**src/rtl/trap_controller.sv**
```systemverilog
// Machine-mode trap entry / mret return sequencer for the 5-stage pipeline.
// Owns mepc, mcause, mtvec and the mstatus trap fields, and drives flush_trap plus the fetch redirect.
module trap_controller #(
  parameter int          FLUSH_CYCLES = 2,
  parameter logic [31:0] RESET_MTVEC  = 32'h0000_0100,
  parameter logic [31:0] IRQ_CAUSE    = 32'h8000_000B
) (
  input  logic        clk,
  input  logic        reset,
  input  logic        stall,
  input  logic        ex_valid,
  input  logic [31:0] ex_pc,
  input  logic        trap_illegal_instr,
  input  logic        trap_csr_access_violation,
  input  logic        trap_instr_addr_misaligned,
  input  logic        trap_load_store_misaligned,
  input  logic        ext_irq,
  input  logic        mret_req,
  input  logic        mtvec_we,
  input  logic [31:0] mtvec_wdata,
  input  logic        mie_we,
  input  logic        mie_wdata,
  output logic        flush_trap,
  output logic        redirect_valid,
  output logic [31:0] redirect_pc,
  output logic [1:0]  privilege,
  output logic [31:0] mepc,
  output logic [31:0] mcause,
  output logic [31:0] mtvec,
  output logic        mie,
  output logic        busy
);

  localparam logic [1:0] PRIV_M     = 2'b11;
  localparam logic [1:0] PRIV_U     = 2'b00;
  localparam logic [3:0] LAST_FLUSH = 4'(FLUSH_CYCLES - 1);

  typedef enum logic [1:0] {
    S_IDLE,
    S_FLUSH,
    S_REDIRECT,
    S_RETURN
  } state_t;

  state_t      r_state;
  state_t      w_nextState;
  logic [3:0]  r_count;
  logic [31:0] r_mepc;
  logic [31:0] r_mcause;
  logic [31:0] r_mtvec;
  logic        r_mie;
  logic        r_mpie;
  logic [1:0]  r_mpp;
  logic [1:0]  r_priv;

  logic        w_accept;
  logic        w_syncTrap;
  logic        w_mretM;
  logic        w_mretU;
  logic        w_irq;
  logic        w_takeTrap;
  logic        w_takeMret;
  logic [31:0] w_cause;

  assign w_accept   = (r_state == S_IDLE) && !stall;
  assign w_syncTrap = ex_valid && (trap_illegal_instr || trap_csr_access_violation ||
                                   trap_instr_addr_misaligned || trap_load_store_misaligned);
  assign w_mretU    = ex_valid && mret_req && (r_priv != PRIV_M);
  assign w_mretM    = ex_valid && mret_req && (r_priv == PRIV_M);
  assign w_irq      = ext_irq && r_mie;

  // Synchronous faults beat mret, and a legal mret beats the pending interrupt.
  assign w_takeTrap = w_accept && (w_syncTrap || w_mretU || (w_irq && !w_mretM));
  assign w_takeMret = w_accept && w_mretM && !w_syncTrap;

  always_comb begin
    w_cause = IRQ_CAUSE;
    if (ex_valid) begin
      if (trap_illegal_instr)              w_cause = 32'd1;
      else if (trap_csr_access_violation)  w_cause = 32'd2;
      else if (trap_instr_addr_misaligned) w_cause = 32'd3;
      else if (trap_load_store_misaligned) w_cause = 32'd4;
      else if (mret_req)                   w_cause = 32'd1;
    end
  end

  always_comb begin
    w_nextState    = r_state;
    flush_trap     = 1'b0;
    redirect_valid = 1'b0;
    redirect_pc    = 32'd0;
    case (r_state)
      S_IDLE: begin
        if (w_takeTrap)      w_nextState = S_FLUSH;
        else if (w_takeMret) w_nextState = S_RETURN;
      end
      S_FLUSH: begin
        flush_trap = 1'b1;
        if (r_count == LAST_FLUSH) w_nextState = S_REDIRECT;
      end
      S_REDIRECT: begin
        flush_trap     = 1'b1;
        redirect_valid = 1'b1;
        redirect_pc    = r_mtvec & 32'hFFFF_FFFC;
        w_nextState    = S_IDLE;
      end
      S_RETURN: begin
        flush_trap     = 1'b1;
        redirect_valid = 1'b1;
        redirect_pc    = r_mepc;
        w_nextState    = S_IDLE;
      end
      default: w_nextState = S_IDLE;
    endcase
  end

  always_ff @(posedge clk or negedge reset) begin
    if (!reset) begin
      r_state <= S_IDLE;
      r_count <= 4'd0;
    end else begin
      r_state <= w_nextState;
      if (r_state == S_FLUSH) r_count <= r_count + 4'd1;
      else                    r_count <= 4'd0;
    end
  end

  // mtvec is writable at any time; REDIRECT reads the register, so a same-cycle write lands afterwards.
  always_ff @(posedge clk or negedge reset) begin
    if (!reset) begin
      r_mepc   <= 32'd0;
      r_mcause <= 32'd0;
      r_mtvec  <= RESET_MTVEC;
      r_mie    <= 1'b0;
      r_mpie   <= 1'b0;
      r_mpp    <= PRIV_M;
      r_priv   <= PRIV_M;
    end else begin
      if (mtvec_we) r_mtvec <= mtvec_wdata & 32'hFFFF_FFFC;
      if (w_takeTrap) begin
        r_mepc   <= ex_pc;
        r_mcause <= w_cause;
        r_mpie   <= r_mie;
        r_mie    <= 1'b0;
        r_mpp    <= r_priv;
        r_priv   <= PRIV_M;
      end else if (w_takeMret) begin
        r_priv   <= r_mpp;
        r_mie    <= r_mpie;
        r_mpie   <= 1'b1;
        r_mpp    <= PRIV_U;
      end else if (mie_we) begin
        r_mie    <= mie_wdata;
      end
    end
  end

  assign privilege = r_priv;
  assign mepc      = r_mepc;
  assign mcause    = r_mcause;
  assign mtvec     = r_mtvec;
  assign mie       = r_mie;
  assign busy      = (r_state != S_IDLE);

endmodule

```
**config.mk**
```make
export PLATFORM = sky130hd
export DESIGN_NAME = trap_controller
export DESIGN_NICKNAME = d
export VERILOG_FILES = /design/src/rtl/trap_controller.sv
export SDC_FILE = /design/constraint.sdc
export NUM_CORES = 1
export LEC_CHECK = 0
export CAP_MARGIN = 0
export CORE_AREA = 5 5 112 114
export DETAILED_ROUTE_END_ITERATION = 6
export DIE_AREA = 0 0 117 119
export PLACE_DENSITY = 0.74
export SETUP_SLACK_MARGIN = 0.3
export SLEW_MARGIN = 40
export SYNTH_ARGS = -nofsm -noshare
export SYNTH_HDL_FRONTEND = slang
export SYNTH_SLANG_ARGS = --single-unit
```
**constraint.sdc**
```tcl
create_clock -name clk -period 1.8 [get_ports clk]
set_clock_uncertainty 0.2 [all_clocks]
set_input_delay 0.36 -clock clk [delete_from_list [all_inputs] [get_ports clk]]
set_output_delay 0.36 -clock clk [all_outputs]
set_load 0.01 [all_outputs]
```
# Word-level counts from Yosys, hierarchy flattened
# Cells that the tools add are included.
# op_classes
add_sub_neg,1
n_mux,23
n_reduce_logical,25
eq_ne,8
# ops
op,count
$mux W32,6
$pmux W32 S2,1
$mux W2,7
$logic_and A1 B1 Y1,10
$mux W1,7
$eq A2 B2 Y1 const B,3
$pmux W2 S3,1
$logic_or A1 B1 Y1,5
$add A4 B1 Y4 const B,1
$eq A4 B1 Y1 const B,1
$mux W4,1
$ne A2 B2 Y1 const B,2
$reduce_bool A2 Y1,2
$logic_not A1 Y1,3
$ne A3 B3 Y1 const B,1
$reduce_bool A3 Y1,1
$reduce_or A3 Y1,1
$eq A2 B1 Y1 const B,1
$logic_not A2 Y1,1
$reduce_and A2 Y1,1
$reduce_or A2 Y1,1
# totals
out_inout_bits,134
register_bits,106
word_cells,66
in_bits,77

# Logic depth before layout (Yosys ltp)
# depth
depth_word,9
ltp_mapped,6
ltp_nobuf,5

# Worst setup path before layout
# Ideal clock, no wire load.
# synth_timing
path_kind,flip-flop to output port
from,register r_state[0]
to,output port redirect_pc[10]
arrival_ns,1.361
t_required_ns,1.240
slack_ns,-0.121
stages_incl_launch_ff,5
n_path_buf,2
path_cell_list,dfrtp_1 -> clkbuf_1 -> buf_1 -> mux2i_1 -> nor2b_1
# synth_via
elab_chain_len,2
word_cells_on_any_way,3
classes_between,2 x eq/ne; 1 x mux
# synth_lines
item,line,rtl
start: declaration,45,state_t r_state;
start signal: assignment,122,r_state <= w_nextState;
$eq A2 B2 Y1,92,case (r_state)
$pmux W32 S2 (*),92,
end: declaration,25,"output logic [31:0] redirect_pc,"
# Mark *: on every way between the ends. The rest lies on a longest branch, timed or not.

# Worst setup path after layout
# layout_timing
from,register r_state[0]
to,"register r_mepc[5], in the netlist mepc[5]"
# layout_via
elab_chain_len,3
# layout_lines
item,line,rtl
$logic_not A2 Y1,65,assign w_accept = (r_state == S_IDLE) && !stall;
$logic_and A1 B1 Y1,65,
$logic_and A1 B1 Y1,73,assign w_takeTrap = w_accept && (w_syncTrap || w_mretU || (w_irq && !w_mretM));
end signal: assignment,141,r_mepc <= ex_pc;
end: declaration,48,logic [31:0] r_mepc;
# No other way between the ends.
# A chain may end at the register's enable or synchronous reset.

==> reports/results.tsv <==
metric	value	unit
setup_violations	75	
setup_slack	-0.232	ns
diodes	0	
criticalPathCategory	flop to flop	
root_buffer	clkbuf_16	
rsz0062_at_grt	yes	
synth_cell_types	36	
synth_top_family_by_area	multiplexers	
clock_sinks	78	
critPathSlowestCell	dfrtp_2	
rows	39	
drt_iter0_markers	72	
die_w	117	um
ys_warn_count	0	
endpoint_kind	flop	
yosysMostFrequentCell	dfrtp_1	
reg2reg_setup_slack	-0.23	ns
leakage	3.32	nW
ys_top_cells_by_area	dfrtp_1 47%, mux2_2 14%, mux2i_1 7.7%	
drc	0	
syn_area_per_cell	12.8	sq um
synthToLayoutAreaGrowth	77.6	%
critPathRequiredTime	1.81	ns
pre_cts_ws	-0.889	ns
clk_latency	0.33	ns
final_area	6960	sq um
grt_max_degree	31	
synthMuxAreaShare	28.2	%
crit_cells	7	
r2r_cells	7	
final.min_clock_period	2.03	ns
wire_per_inst	17.6	um
violations	negative setup slack	
cts_buffer_depth	2	
max_stage_delay	0.46	ns
grt_usage	18.4	%
status	finished with violations	
cts_made_buffers	9	
nets	656	
die_y	119	um
timing.rr.start	r_state[0]$_DFFE_PN0P_	
routed_wl	12800	um
gp_congestion	0.797	
synth_xor_area_share	0.447	%
async_reset_ff_share	100	%
grt_overflow	0	
crit_path_start	r_state[0]$_DFFE_PN0P_	
r2r-end	mepc[5]$_DFFE_PN0P_	
synth_flop_cell	dfrtp_1	
drive_gt1_share	54.0	%
start_util	34.6	%
path_cells	buf_4 -> buf_6 -> nor3_4 -> and2_4 -> buf_12 -> buf_16 -> mux2_2	
portBuffers	179	
drt.antenna.violating_nets	0	
finalHoldViolCount	0	
critPathArrivalTime	2.05	ns
fmax	492	MHz
fin_setup_tns	-12.32	ns
dp_hpwl	8660	um
yosysSeqAreaShare	50.0	%
yosys.area_share.adder	0.638	%
finalCritPeriodShare	113	%
cts_tree	yes	
clkTransAtPathRegs	0.06	ns
hold_path.class	input port to flop	
yosys.area_share.simple	8.62	%
critical_path_buf_inv_count	4	
multi_input_area	1840	sq um
synth-compound-area-share	3.48	%
slew_viol_final	0	
dpl_cell_area	6010	sq um
grt_pass1_wl	19700	um
crit_end	mepc[5]$_DFFE_PN0P_	
synth_common_cells	73 x dfrtp_1, 49 x mux2_2, 32 x nor2b_1	
cp_max_fo	9	
maxCapViolCount	0	
synth-edff-count	0	
startpoint_type	flop	
yosys.area.top_type_share	46.6	%
drt-pass1-iter-count	4	
synth_area	3920	sq um
vias_per_cell	4.58	
fill_cells	907	
core_area	11300	sq um
dieArea	13900	sq um
synth_top_area_cell	dfrtp_1	
io_pins	211	
vias	3323	
ys_ff_latch	78	
antenna_found_initial	0	
cpLargestDelayFamily	buffers and inverters	
grt_pass1_vias	3712	
syn_inst	307	
power_density	1530	nW/um^2
htree_num_levels	3	
peakVddDrop	0.000773	V
regArea	1960	sq um
[area by class of cell]
type / count / area share (%)
inverter: 3 / 0.162
clock buffer: 13 / 3.74
tap: 143 / 2.57
clock inverter: 3 / 0.970
sequential: 78 / 28.2
multi-input combinational: 208 / 26.5
timing repair buffer: 277 / 38.0
[state kept, by name, summed over array words and instances (netlist names)]
| signal | cells |
|---|---|
| r_mpie | 1 |
| privilege | 2 |
| mepc | 32 |
| r_count | 4 |
| mie | 1 |
| r_mpp | 2 |
| mtvec | 30 |
| mcause | 4 |
| r_state | 2 |
[cell families after synthesis]
group,Yosys count
muxes,96
DFF,78
and+or+nand+nor,61
buffers and inverters,50
AOI/OAI and AO/OA,17
adders and majority gates,2
xor gates and xnor gates,2
other,1
[worst min-delay path by stage]
stage | depth (start not counted) | to | slack [ns] | start
final | 5 | privilege[0]$_DFFE_PN1P_ | 0.26 | trap_illegal_instr
after global routing | 5 | privilege[0]$_DFFE_PN1P_ | 0.27 | trap_illegal_instr
after CTS | 2 | mtvec[13]$_DFFE_PN0P_ | 0.28 | reset
after detailed placement | 1 | mtvec[13]$_DFFE_PN0P_ | 0.09 | reset
after global placement | 1 | mtvec[13]$_DFFE_PN0P_ | 0.09 | reset
after floorplan | 0 | mcause[0]$_DFFE_PN0P_ | -0.14 | reset
[worst min-delay path, stage by stage]
cell     delay (ns)
buf_6          0.08
o41ai_4        0.09
o21ai_4        0.08
nand2_4        0.07
nand2_1        0.07
[cells in the final DEF, fill, tap and decap left out, drive strengths merged, types with 2 or more instances in the layout]
master,Yosys,final
a22o,2,2
a22oi,3,3
and2,2,3
and3,2,2
buf,38,204
bufinv,0,2
clkbuf,9,15
clkdlybuf4s50,0,67
conb,1,29
dfrtp,73,73
dfstp,5,5
dlygate4sd2,0,2
ha,2,2
inv,3,3
mux2,66,66
mux2i,30,30
nand2,9,9
nor2,8,8
nor2b,32,32
nor3,4,4
o21ai,7,7
[through the flow]
step	hold WS [ns]	utilization [%]	cells	power [W]
after floorplan	-0.136	-	335	0.00503
after global placement	0.0851	53.1	644	0.00721
after detailed placement	0.0903	53.1	644	0.00732
after CTS	0.278	60.0	713	0.0105
after global routing	0.265	61.5	725	0.0113
final	0.262	61.5	725	0.0107
[where the power goes]
group	total, W	internal (W)	switching, W
logic	0.00583	0.00361	0.00222
clock network	0.00197	0.00129	0.000681
registers	0.00286	0.00238	0.000473
total	0.0107	0.00728	0.00338
[layer usage]
metal / share of wire [%] / vias up / track usage (%)
li1: - / 1544 / -
met1: 36 / 1619 / 21.0
met2: 52 / 142 / 31.8
met3: 9.7 / 18 / 6.34
met4: 1.7 / 0 / 6.24
met5: 0 / - / 0
[what timing repair did]
item / 4_1_cts / 5_1_grt
hold endpoints to repair: 17 / 0
resized for setup: 535 / 24
cloned: 4 / 0
buffers inserted: 48 / 12
pin swaps: 12 / 10
setup endpoints to repair: 149 / 111
hold buffers: 1 / 0
Note: power is estimated with default switching activity, not from simulation.
